[src/rtl/im_boot_loader.sv]
// Byte-stream boot loader: packs bytes into 32-bit words, writes them to the
// instruction memory and holds the mips core in reset until the program is in.
module im_boot_loader #(
   parameter int ADDR_WIDTH = 10,
   parameter bit BIG_ENDIAN = 1'b1
) (
   input  logic                  clk,
   input  logic                  rst,
   input  logic                  load_start,
   input  logic [ADDR_WIDTH:0]   load_len,
   input  logic                  in_valid,
   input  logic [7:0]            in_byte,
   output logic                  in_ready,
   output logic                  im_we,
   output logic [ADDR_WIDTH-1:0] im_addr,
   output logic [31:0]           im_wdata,
   output logic                  cpu_rst,
   output logic                  busy,
   output logic                  done,
   output logic [31:0]           checksum
);

   // state | meaning
   // IDLE  | after reset, core held in reset, waiting for load_start
   // RECV  | accepting bytes of the current word
   // WRITE | one-cycle memory write of the assembled word
   // DONE  | program loaded, core released, waiting for a reload
   typedef enum logic [1:0] {IDLE, RECV, WRITE, DONE} state_t;

   localparam logic [ADDR_WIDTH:0] MAX_LEN = {1'b1, {ADDR_WIDTH{1'b0}}};
   localparam logic [ADDR_WIDTH:0] ONE     = {{ADDR_WIDTH{1'b0}}, 1'b1};

   state_t                state;
   logic [1:0]            byte_cnt;
   logic [ADDR_WIDTH-1:0] word_idx;
   logic [ADDR_WIDTH:0]   len_q;
   logic [31:0]           asm_q;
   logic [31:0]           asm_nxt;
   logic [ADDR_WIDTH:0]   start_len;
   logic                  last_word;
   logic                  take;

   always_comb begin
      asm_nxt   = BIG_ENDIAN ? {asm_q[23:0], in_byte} : {in_byte, asm_q[31:8]};
      start_len = (load_len > MAX_LEN) ? MAX_LEN : load_len;
      last_word = (({1'b0, word_idx} + ONE) == len_q);
      take      = in_valid && in_ready;
   end

   always_ff @(posedge clk) begin
      if (rst) begin
         state    <= IDLE;
         byte_cnt <= 2'd0;
         word_idx <= '0;
         len_q    <= '0;
         asm_q    <= 32'd0;
         in_ready <= 1'b0;
         im_we    <= 1'b0;
         im_addr  <= '0;
         im_wdata <= 32'd0;
         cpu_rst  <= 1'b1;
         busy     <= 1'b0;
         done     <= 1'b0;
         checksum <= 32'd0;
      end else begin
         case (state)
            IDLE, DONE: begin
               if (load_start) begin
                  checksum <= 32'd0;
                  if (load_len == '0) begin
                     state    <= DONE;
                     done     <= 1'b1;
                     cpu_rst  <= 1'b0;
                     busy     <= 1'b0;
                     in_ready <= 1'b0;
                  end else begin
                     state    <= RECV;
                     len_q    <= start_len;
                     word_idx <= '0;
                     byte_cnt <= 2'd0;
                     asm_q    <= 32'd0;
                     busy     <= 1'b1;
                     in_ready <= 1'b1;
                     done     <= 1'b0;
                     cpu_rst  <= 1'b1;
                  end
               end
            end
            RECV: begin
               if (take) begin
                  asm_q    <= asm_nxt;
                  byte_cnt <= byte_cnt + 2'd1;
                  // ready drops on the fourth byte so a fifth cannot slip in
                  if (byte_cnt == 2'd3) begin
                     in_ready <= 1'b0;
                     im_wdata <= asm_nxt;
                     im_addr  <= word_idx;
                     im_we    <= 1'b1;
                     state    <= WRITE;
                  end
               end
            end
            WRITE: begin
               im_we    <= 1'b0;
               checksum <= checksum + im_wdata;
               if (last_word) begin
                  state   <= DONE;
                  busy    <= 1'b0;
                  done    <= 1'b1;
                  cpu_rst <= 1'b0;
               end else begin
                  word_idx <= word_idx + 1'b1;
                  in_ready <= 1'b1;
                  state    <= RECV;
               end
            end
            default: state <= IDLE;
         endcase
      end
   end

endmodule

[config.mk]
export PLATFORM = sky130hd
export DESIGN_NAME = im_boot_loader
export DESIGN_NICKNAME = d
export VERILOG_FILES = /design/src/rtl/im_boot_loader.sv
export SDC_FILE = /design/constraint.sdc
export NUM_CORES = 1
export LEC_CHECK = 0
export CAP_MARGIN = 5
export CORE_ASPECT_RATIO = 1.5
export CORE_MARGIN = 2
export CORE_UTILIZATION = 35
export DETAILED_ROUTE_END_ITERATION = 6
export PLACE_DENSITY = 0.62
export SLEW_MARGIN = 20
export SYNTH_ARGS = -nofsm -noshare
export SYNTH_HDL_FRONTEND = slang
export SYNTH_SLANG_ARGS = --single-unit
[constraint.sdc]
create_clock -name clk -period 4.49 [get_ports clk]
set_clock_uncertainty 0.15 [all_clocks]
set_input_delay 0.898 -clock clk [delete_from_list [all_inputs] [get_ports clk]]
set_output_delay 0.898 -clock clk [all_outputs]
set_load 0.005 [all_outputs]
==> impl_results.md, run 1 <==
* Final hold viol count at 0
* Placed cell area at about 0.0077 sq mm
* FP Rows at 61
* Fraction of layout cells with a size suffix above 1 at 0.0679
* Met1 Use GR at 0.202
* Final TNS setup at 0 ns
* Yosys top cell by area: dfxtp_1
* Post-DR vias/cell at 5.08
* Power Dens Cells at about 420 mW/mm^2
* Clk sinks at 128
* Worst vdd ir at 0.332 mV
* DR iter-0 viols at 311
* Unrepaired setup endpoints after global routing: false
* GRT met3 Usage at 0.0354
* Slew margin rel. at 0.348
* # port buffers at 101
* Post-CTS Setup Repair Bufs at 0
* Resized Gates After CTS at 0
* Clock tree from TritonCTS: yes
* Final non-filler cell total at between 1,000 and 1,500
* Residual DRC at 0
* Max Fclk at 306 MHz
* Routed vias at 5,844
* Total power at 3.51 mW
* CTS Hold Bufs at 0
* Yosys reg bits at roughly 130
* Area growth from synthesis to layout at 29.0%
* Asr flop ratio synth at 0
* Setup violators final at 0
* Wire length per cell at 14.6 um
* Fin worst setup slack at 1.22 ns
* Initial core utilization at 0.353
* Dpl hpwl at 12,200 um
* Setup slack at placement at 1.07 ns
* Largest net degree at the start of global routing at 66
* CTS Buf Count at 17
* Synthesized area at 0.00649 sq mm
* Class of the worst hold path: flop to flop
* # diodes at 0
* Critical path endpoint category: flop
* CTS H-tree depth at 4
* Clock buffer depth at 2
* Top cells by area, synth: dfxtp_1 (39%), a21oi_1 (8.9%), nand2_1 (8.0%), ha_1 (6.9%), nand3_1 (3.9%)
* Die height at 171 um
* Core area at 0.0184 sq mm
* Setup slack, reg-to-reg at 1.22 ns
* Initial antenna violation count at 0
* Synth top area share at 0.395
* Die area at 0.0197 sq mm
* Gpl congestion at slightly above 0.8
* CP required at 4.70 ns
* Mapped Cells at 800
* Post-Syn Nets at 860
* Synth Flop Type: dfxtp_1
* Slew @ Worst Pin at 0.977 ns
* Status: complete, no violations
* Number of synthesized flops with an enable pin at 0
* Synth warn at 0
* Nets at 947
* Root Driver: clkbuf_16
* Arr. time, crit path at 3.48 ns
* Met2 GRT Util at 0.314
* # fillers at about 1,900
* Total track usage at 0.174
* Number of I/O pins at 102
* First-pass GRT wire length at 27,400 um
* Vias in the first global route at ~5,500
* Worst setup SP type: flop
* Worst hold path stage count at 2
* Worst-Skew Late Latency at 0.42 ns
* Fin area at 0.00838 sq mm
* Top post-synthesis cells by count: nand2_1 (139), dfxtp_1 (128), a21oi_1 (116)
* First drt pass iteration count at 4
* Die span in x at ~120 um
* Antenna Nets Post-Route at 0
* CTS clk-pin slew, worst paths at ~0.060 ns
* Sequential share of the synthesized area at 0.395
* Slew Limit Fails at 0
* Max-Cap Viols at 0
* Top-count cell post-synth: nand2_1
* Worst Setup Path Type: flop to flop
* Distinct cells, synth at 66
* Layout Utilization at 0.455
* Placed Cells incl. Taps at 1,120
* Reg2reg path depth at 14
* Post-Route Hold Slack at approximately 0.30 ns
* Top fanout value on the critical path at 3
* Post-Syn Area per Cell at approximately 8.1 sq um
* Total Routed Length at ~17,000 um
* Final period util at 0.728
* Grt peak-use layer: met2
* Tmin final at ~3.3 ns
* Static leakage at 3.24 nW
* Total gr overflow at 0
## where the power goes
| group | total (mW) | switching (mW) | internal [mW] | leakage, nW |
|---|---|---|---|---|
| registers | 1.24 | 0.0452 | 1.19 | 1.03 |
| clock network | 1.52 | 0.517 | 1.00 | 0.308 |
| logic | 0.756 | 0.539 | 0.217 | 1.90 |
## cell families (layout without fill, tap and decap cells)
group,count (synthesis),count (layout),synth area share
DFF,128,128,0.395
xor gates and xnor gates,40,40,0.0540
buffers and inverters,56,155,0.0326
AOI/OAI and AO/OA,222,222,0.222
and+or+nand+nor,315,315,0.221
adders and majority gates,37,37,0.0725
muxes,2,2,0.00328
## path summary, 6_finish.rpt
path | end | from
hold reg to reg | asm_q[21] | asm_q[21]
setup reg to reg | checksum[30] | im_wdata[0]
setup / recovery | checksum[30] | im_wdata[0]
hold / removal | asm_q[21] | asm_q[21]
## layout by cell type (no fill, tap or decap), drive strengths merged, types with 16 or more instances in the layout
cell type / synthesis / routed
nor2: 58 / 58
ha: 36 / 36
clkdlybuf4s50: 0 / 100
xor2: 16 / 16
nand3: 50 / 50
a21o: 19 / 19
dfxtp: 128 / 128
a21oi: 120 / 120
xnor2: 24 / 24
clkbuf: 38 / 23
nand2: 140 / 140
## critical path, stage by stage (launching register included)
cell and delay [ns]:
dfxtp_1 0.33, ha_1 0.22, inv_1 0.08, fa_1 0.20, nor2b_1 0.05, o21a_1 0.18, o21ai_2 0.18, a21oi_2 0.09
or4_1 0.53, and2_2 0.23, nand3_1 0.10, a21oi_1 0.13, a41oi_1 0.28, mux2_2 0.36, nand3_1 0.07
## sequential cells by signal (all words and copies together), names as in the netlist, 2 cells and up
signal    cells
word_idx     10
byte_cnt      2
checksum     32
state         2
asm_q        24
im_wdata     32
len_q        11
im_addr      10
## final cells by class
cell class | instances | area, sq um | area share
well taps | 252 | 315 | 0.0376
clock buffers | 23 | 498 | 0.0594
flip-flops and latches | 128 | 2560 | 0.306
clock inverters | 8 | 151 | 0.0181
repair buffers | 110 | 1080 | 0.128
inverters | 14 | 52.6 | 0.00627
multi-input cells | 616 | 3720 | 0.444
## metal layers
layer | up-vias | share of wire | wire length [um]
met5 | - | 0 | 0
met4 | 0 | 0.020 | 331
met3 | 26 | 0.038 | 645
met2 | 113 | 0.52 | 8840
met1 | 2705 | 0.42 | 7040
li1 | 3000 | - | -
No activity file was read; power rests on OpenSTA's default activity.
==> run 2: changes to the inputs <==
PLACE_DENSITY = 0.64   (was 0.62)
clock period = 3 ns   (was 4.49 ns; I/O delays follow)
==> run 2 against run 1 <==
  * Critical path depth is 1 lower
  * Routed wire length is 4.2% higher
  * Critical endpoint is now checksum[29]
  * Global-route usage is 0.71 points higher
  * Design area is 5.4% higher
  * Clock power is 41% higher
==> impl_results.md, run 2 (synthesis gave the netlist of run 1 again) <==
* Status: complete, no violations
* Total Routed Length at 17,600 um (+4.2%)
* Residual DRC at 0 (unchanged)
* CTS H-tree depth at 4 (unchanged)
* Setup violators final at 0 (unchanged)
* Dpl hpwl at 12,900 um (+5.2%)
* Die height at 171 um (unchanged)
* GRT met3 Usage at 0.0333 (-0.00213)
* Critical path endpoint category: flop
* DR iter-0 viols at 332 (+6.8%)
* # diodes at 0 (unchanged)
* Met2 GRT Util at 0.333 (+0.0187)
* Clk sinks at 128 (unchanged)
* CTS Hold Bufs at 0 (unchanged)
* Unrepaired setup endpoints after global routing: true
* CTS clk-pin slew, worst paths at 0.06 ns (about the same)
* Total gr overflow at 0 (unchanged)
* Slew margin rel. at 0.229 (-0.119)
* Largest net degree at the start of global routing at 53 (-20%)
* Storage element area at 0.00257 sq mm (+0.29%)
* First-pass GRT wire length at 28,400 um (+3.6%)
* Die span in x at 115 um (unchanged)
* CP bufs+invs at 1 (unchanged)
* Nets at 992 (+4.8%)
* CP required at 3.16 ns (-1.54 ns)
* Multi-input gate area at 0.00383 sq mm (+3.1%)
* Routed vias at 6,072 (+3.9%)
* Fraction of layout cells with a size suffix above 1 at 0.137 (+0.0687)
* Crit-path max cell delay at 0.35 ns (-0.18 ns)
* Class of the worst hold path: flop to flop
* Sequence of cells on the critical path: ha_4, buf_6, a21o_1, nor2b_4, o31a_1, a211oi_4, a31oi_4, a22oi_4, o31ai_4, a21o_1, a21oi_2, xnor2_1, a22o_1
* Worst-Skew Late Latency at 0.41 ns (about the same)
* Post-DR vias/cell at 5.07 (about the same)
* CTS Buf Count at 17 (unchanged)
* Max Fclk at 341 MHz (+12%)
* Final hold viol count at 0 (unchanged)
* Tmin final at 2.93 ns (-0.340 ns)
* Max-Cap Viols at 0 (unchanged)
* Arr. time, crit path at 3.08 ns (-0.40 ns)
* First drt pass iteration count at 4 (unchanged)
* Placed Cells incl. Taps at 1,161 (+3.7%)
* Area growth from synthesis to layout at 36.0%
* FP Rows at 61 (unchanged)
* Commonest cells after routing, fill and taps aside: nand2_1 (139), dfxtp_1 (122), a21oi_1 (114)
* Met1 Use GR at 0.198 (-0.00493)
* Initial antenna violation count at 0 (unchanged)
* Final period util at 0.976 (+0.248)
* Critical path's top delay family: compound AO/OA/AOI/OAI gates
* Regs by FF count: checksum: 32 flops, im_wdata: 32 flops, asm_q: 24 flops
* Antenna Nets Post-Route at 0 (unchanged)
* Grt peak-use layer: met2
* # fillers at 1,794 (-4.0%)
* Root Driver: clkbuf_16
* Worst vdd ir at 0.476 mV (+44%)
* CP most frequent cell: a21o_1
* Final non-filler cell total at 1,197 (+4.0%)
* Worst Setup Path Type: flop to flop
* Number of I/O pins at 102 (unchanged)
* Layout Utilization at 0.480 (+0.0246)
* Core area at 0.0184 sq mm (unchanged)
* Slowest CP cell: a211oi_4
* Wire length per cell at 14.7 um (+0.18%)
* Initial core utilization at 0.353 (unchanged)
* Worst setup SP type: flop
* Power Dens Cells at 596 mW/mm^2 (+42%)
* Die area at 0.0197 sq mm (unchanged)
* Total track usage at 0.182 (+0.00712)
* Slew @ Worst Pin at 1.16 ns (+0.179 ns)
* Gpl congestion at 0.838 (+0.93%)
* Static leakage at 3.48 nW (+7.1%)
* Clock tree from TritonCTS: yes
* Vias in the first global route at 5,984 (+8.4%)
* Post-Route Hold Slack at 0.302 ns (+0.000580 ns)
* Commonest non-fill, non-tap cell in the layout: nand2_1
* Clock buffer depth at 2 (unchanged)
* Slew Limit Fails at 0 (unchanged)
* Top fanout value on the critical path at 3 (unchanged)
* # port buffers at 101 (unchanged)
## run 2: cell types whose count changed in the layout (fill, tap and decap cells not counted), moves of 2 or more
cell        delta
dfxtp_1        -6
clkinv_2       +5
ha_1           -5
dfxtp_2        +6
ha_4           +4
buf_4         +43
a21oi_1        -2
a21oi_2        +2
clkinvlp_4     -2
## run 2: per-layer routing
layer | vias up | wire length, um
met2 | 123 | 9260
met4 | 0 | 575
met3 | 39 | 579
met5 | - | 0
met1 | 2836 | 7150
li1 | 3074 | -
## run 2: area by class of cell
class                      count  share of cell area
multi-input combinational    616               0.434
sequential                   128               0.291
timing repair buffer         155               0.162
clock buffer                  22              0.0560
tap                          252              0.0357
clock inverter                10              0.0149
inverter                      14             0.00595
## run 2: tightest hold or removal path, stage by stage (launching register included)
cell	delay, ns
dfxtp_1	0.31
nand2_1	0.05
a21oi_1	0.05
## run 2: what timing repair did
item,4_1_cts,5_1_grt
setup endpoints to repair,4,8
gates resized for setup,4,24
pin swaps,2,14
buffers inserted,0,4
## run 2: metrics by stage
stage / setup slack [ns] / power (mW) / instance area, sq um / setup TNS [ns]
after global routing: -0.0598 / 5.53 / 8830 / -0.220
after global placement: -0.0226 / 3.14 / 8050 / -0.0402
after floorplan: 0.125 / 2.67 / 6490 / 0
final: 0.0707 / 5.26 / 8830 / 0
after CTS: 0.0111 / 5.31 / 8690 / 0
after detailed placement: -0.0446 / 3.15 / 8050 / -0.107
## run 2: worst paths after layout
kind               startpoint            to  slack [ns]  cells past startpoint
hold / removal      asm_q[18]  im_wdata[26]        0.30                      2
setup / recovery  im_wdata[0]  checksum[29]        0.07                     13
hold reg to reg     asm_q[18]  im_wdata[26]        0.30                      2
setup reg to reg  im_wdata[0]  checksum[29]        0.07                     13
## run 2: power by group
group          internal (mW)  total (mW)  leakage [nW]  switching [mW]
clock network           1.41        2.15         0.312           0.741
logic                  0.436        1.26          2.13           0.824
registers               1.79        1.85          1.04          0.0637
==> RTL change: new RTL, flow settings as in run 2 <==
Change the parameter `ADDR_WIDTH` from 10 to 8.
--- a/src/rtl/im_boot_loader.sv
+++ b/src/rtl/im_boot_loader.sv
@@ -2,5 +2,5 @@
 // instruction memory and holds the mips core in reset until the program is in.
 module im_boot_loader #(
-   parameter int ADDR_WIDTH = 10,
+   parameter int ADDR_WIDTH = 8,
    parameter bit BIG_ENDIAN = 1'b1
 ) (
Interface: changed (resized im_addr and load_len); port bits go from 102 to 98. No check against the original RTL was run, so the function may have changed too.
==> RTL change against run 2 <==
Critical path depth fell by 4; setup slack improved by 0.065 ns; sequential cell count fell by 6; synthesized area fell by 0.96%; total power decreased by 8.5%; maximum frequency is 2.3% higher; core utilization is 2.0 points lower; highest routed layer unchanged; cell area fell by 6.6%; routed wire length is 5.0% higher; die area is 0.94% lower; combinational power is 6% lower; via count shrank 0.64%.
==> RTL change: results (changes against run 2) <==
\begin{tabular}{lr}
\hline
Metric & Value \\
\hline
\multicolumn{2}{l}{\textbf{Critical path}} \\
\quad Start of the worst register-to-register path & im\_wdata[4] (was im\_wdata[0]) \\
\quad Worst EP arrival & 3.07 ns (was 3.08 ns) \\
\quad CP max stage delay & 0.48 ns (was 0.35 ns) \\
\quad Setup slack, reg-to-reg & 0.14 ns (was 0.07 ns) \\
\quad Number of cells on the worst reg-to-reg path & 9 (was 13) \\
\quad Reg-to-Reg End & checksum[31] (was checksum[29]) \\
\quad Standard cell with the maximum stage delay on the critical path & or4\_4 (was a211oi\_4) \\
\quad CP Max Fanout & 6 (was 3) \\
\multicolumn{2}{l}{\textbf{Clock network}} \\
\quad Number of gates given a new drive strength after cts & 0 (was 4) \\
\multicolumn{2}{l}{\textbf{Final layout}} \\
\quad Total number of nets in the final design & 960 (was 992) \\
\quad Fraction of final layout cells with drive strength greater than 1 & 8.74\% (was 13.7\%) \\
\multicolumn{2}{l}{\textbf{Detailed routing}} \\
\quad Wire length on met1 & 7.34 mm (was 7.15 mm) \\
\quad Avg WL per Cell & 16.3 um (was 14.7 um) \\
\quad Drt first-iter violations & 463 (was 332) \\
\quad Via count & 6,033 (was 6,072) \\
\multicolumn{2}{l}{\textbf{Min path}} \\
\quad Hold Path End & im\_wdata[24] (was im\_wdata[26]) \\
\quad Startpoint of the tightest hold check path & asm\_q[16] (was asm\_q[18]) \\
\multicolumn{2}{l}{\textbf{Synthesis}} \\
\quad Distinct cell type count of the synthesized netlist & 69 (was 66) \\
\quad Xor-xnor portion of the synthesized cell area & 5.47\% (was 5.40\%) \\
\quad Count of mapped cells out of synthesis & 810 (was 800) \\
\quad Sequential element share of the synthesized area & 38.0\% (was 39.5\%) \\
\quad Post-synthesis share of cell area spent on full adders, half adders and majority gates & 7.32\% (was 7.25\%) \\
\quad Total nets after synthesis & 868 (was 860) \\
\quad Area fraction of the dominant cell type after synthesis & 38.0\% (was 39.5\%) \\
\multicolumn{2}{l}{\textbf{Placed design}} \\
\quad Routability congestion estimate & 0.910 (was 0.838) \\
\quad Detailed placer's ending HPWL & 13.8 mm (was 12.9 mm) \\
\multicolumn{2}{l}{\textbf{Global routing}} \\
\quad First-pass GRT wire length & 29.3 mm (was 28.4 mm) \\
\quad Met2 usage in global routing & 34.5\% (was 33.3\%) \\
\quad Via count of the first global-routing pass & 5,831 (was 5,984) \\
\quad Combined global-route utilization of all metal layers & 19.3\% (was 18.2\%) \\
\quad Pin count of the biggest net entering global routing & 59 (was 53) \\
\multicolumn{2}{l}{\textbf{STA}} \\
\quad WHS & 0.297 ns (was 0.302 ns) \\
\quad Measured slew at the worst slew-check pin & 0.885 ns (was 1.16 ns) \\
\quad Max frequency & 0.349 GHz (was 0.341 GHz) \\
\multicolumn{2}{l}{\textbf{Outcome}} \\
\quad Status & completed (unchanged) \\
\hline
\end{tabular}
RTL change: where the power goes:
group          internal (mW)  leakage (nW)  switching (mW)
Clock                   1.08         0.251           0.791
Combinational          0.390          1.90           0.785
Sequential              1.70         0.985          0.0655
Total                   3.17          3.13            1.64
RTL change: cell type report:
type,instances,share of cell area (%)
sequential,122,29.6
timing repair buffer,120,14.0
clock inverter,13,1.21
clock buffer,19,5.37
tap,217,3.29
multi-input combinational,621,45.6
inverter,20,0.910
RTL change: worst max-delay path by stage:
| stage | start | to |
|---|---|---|
| after floorplan | im_wdata[0] | checksum[30] |
| after global placement | im_wdata[0] | checksum[30] |
| after detailed placement | im_wdata[0] | checksum[30] |
| after CTS | im_wdata[0] | checksum[30] |
| after global routing | im_wdata[0] | checksum[30] |
| final | im_wdata[4] | checksum[31] |
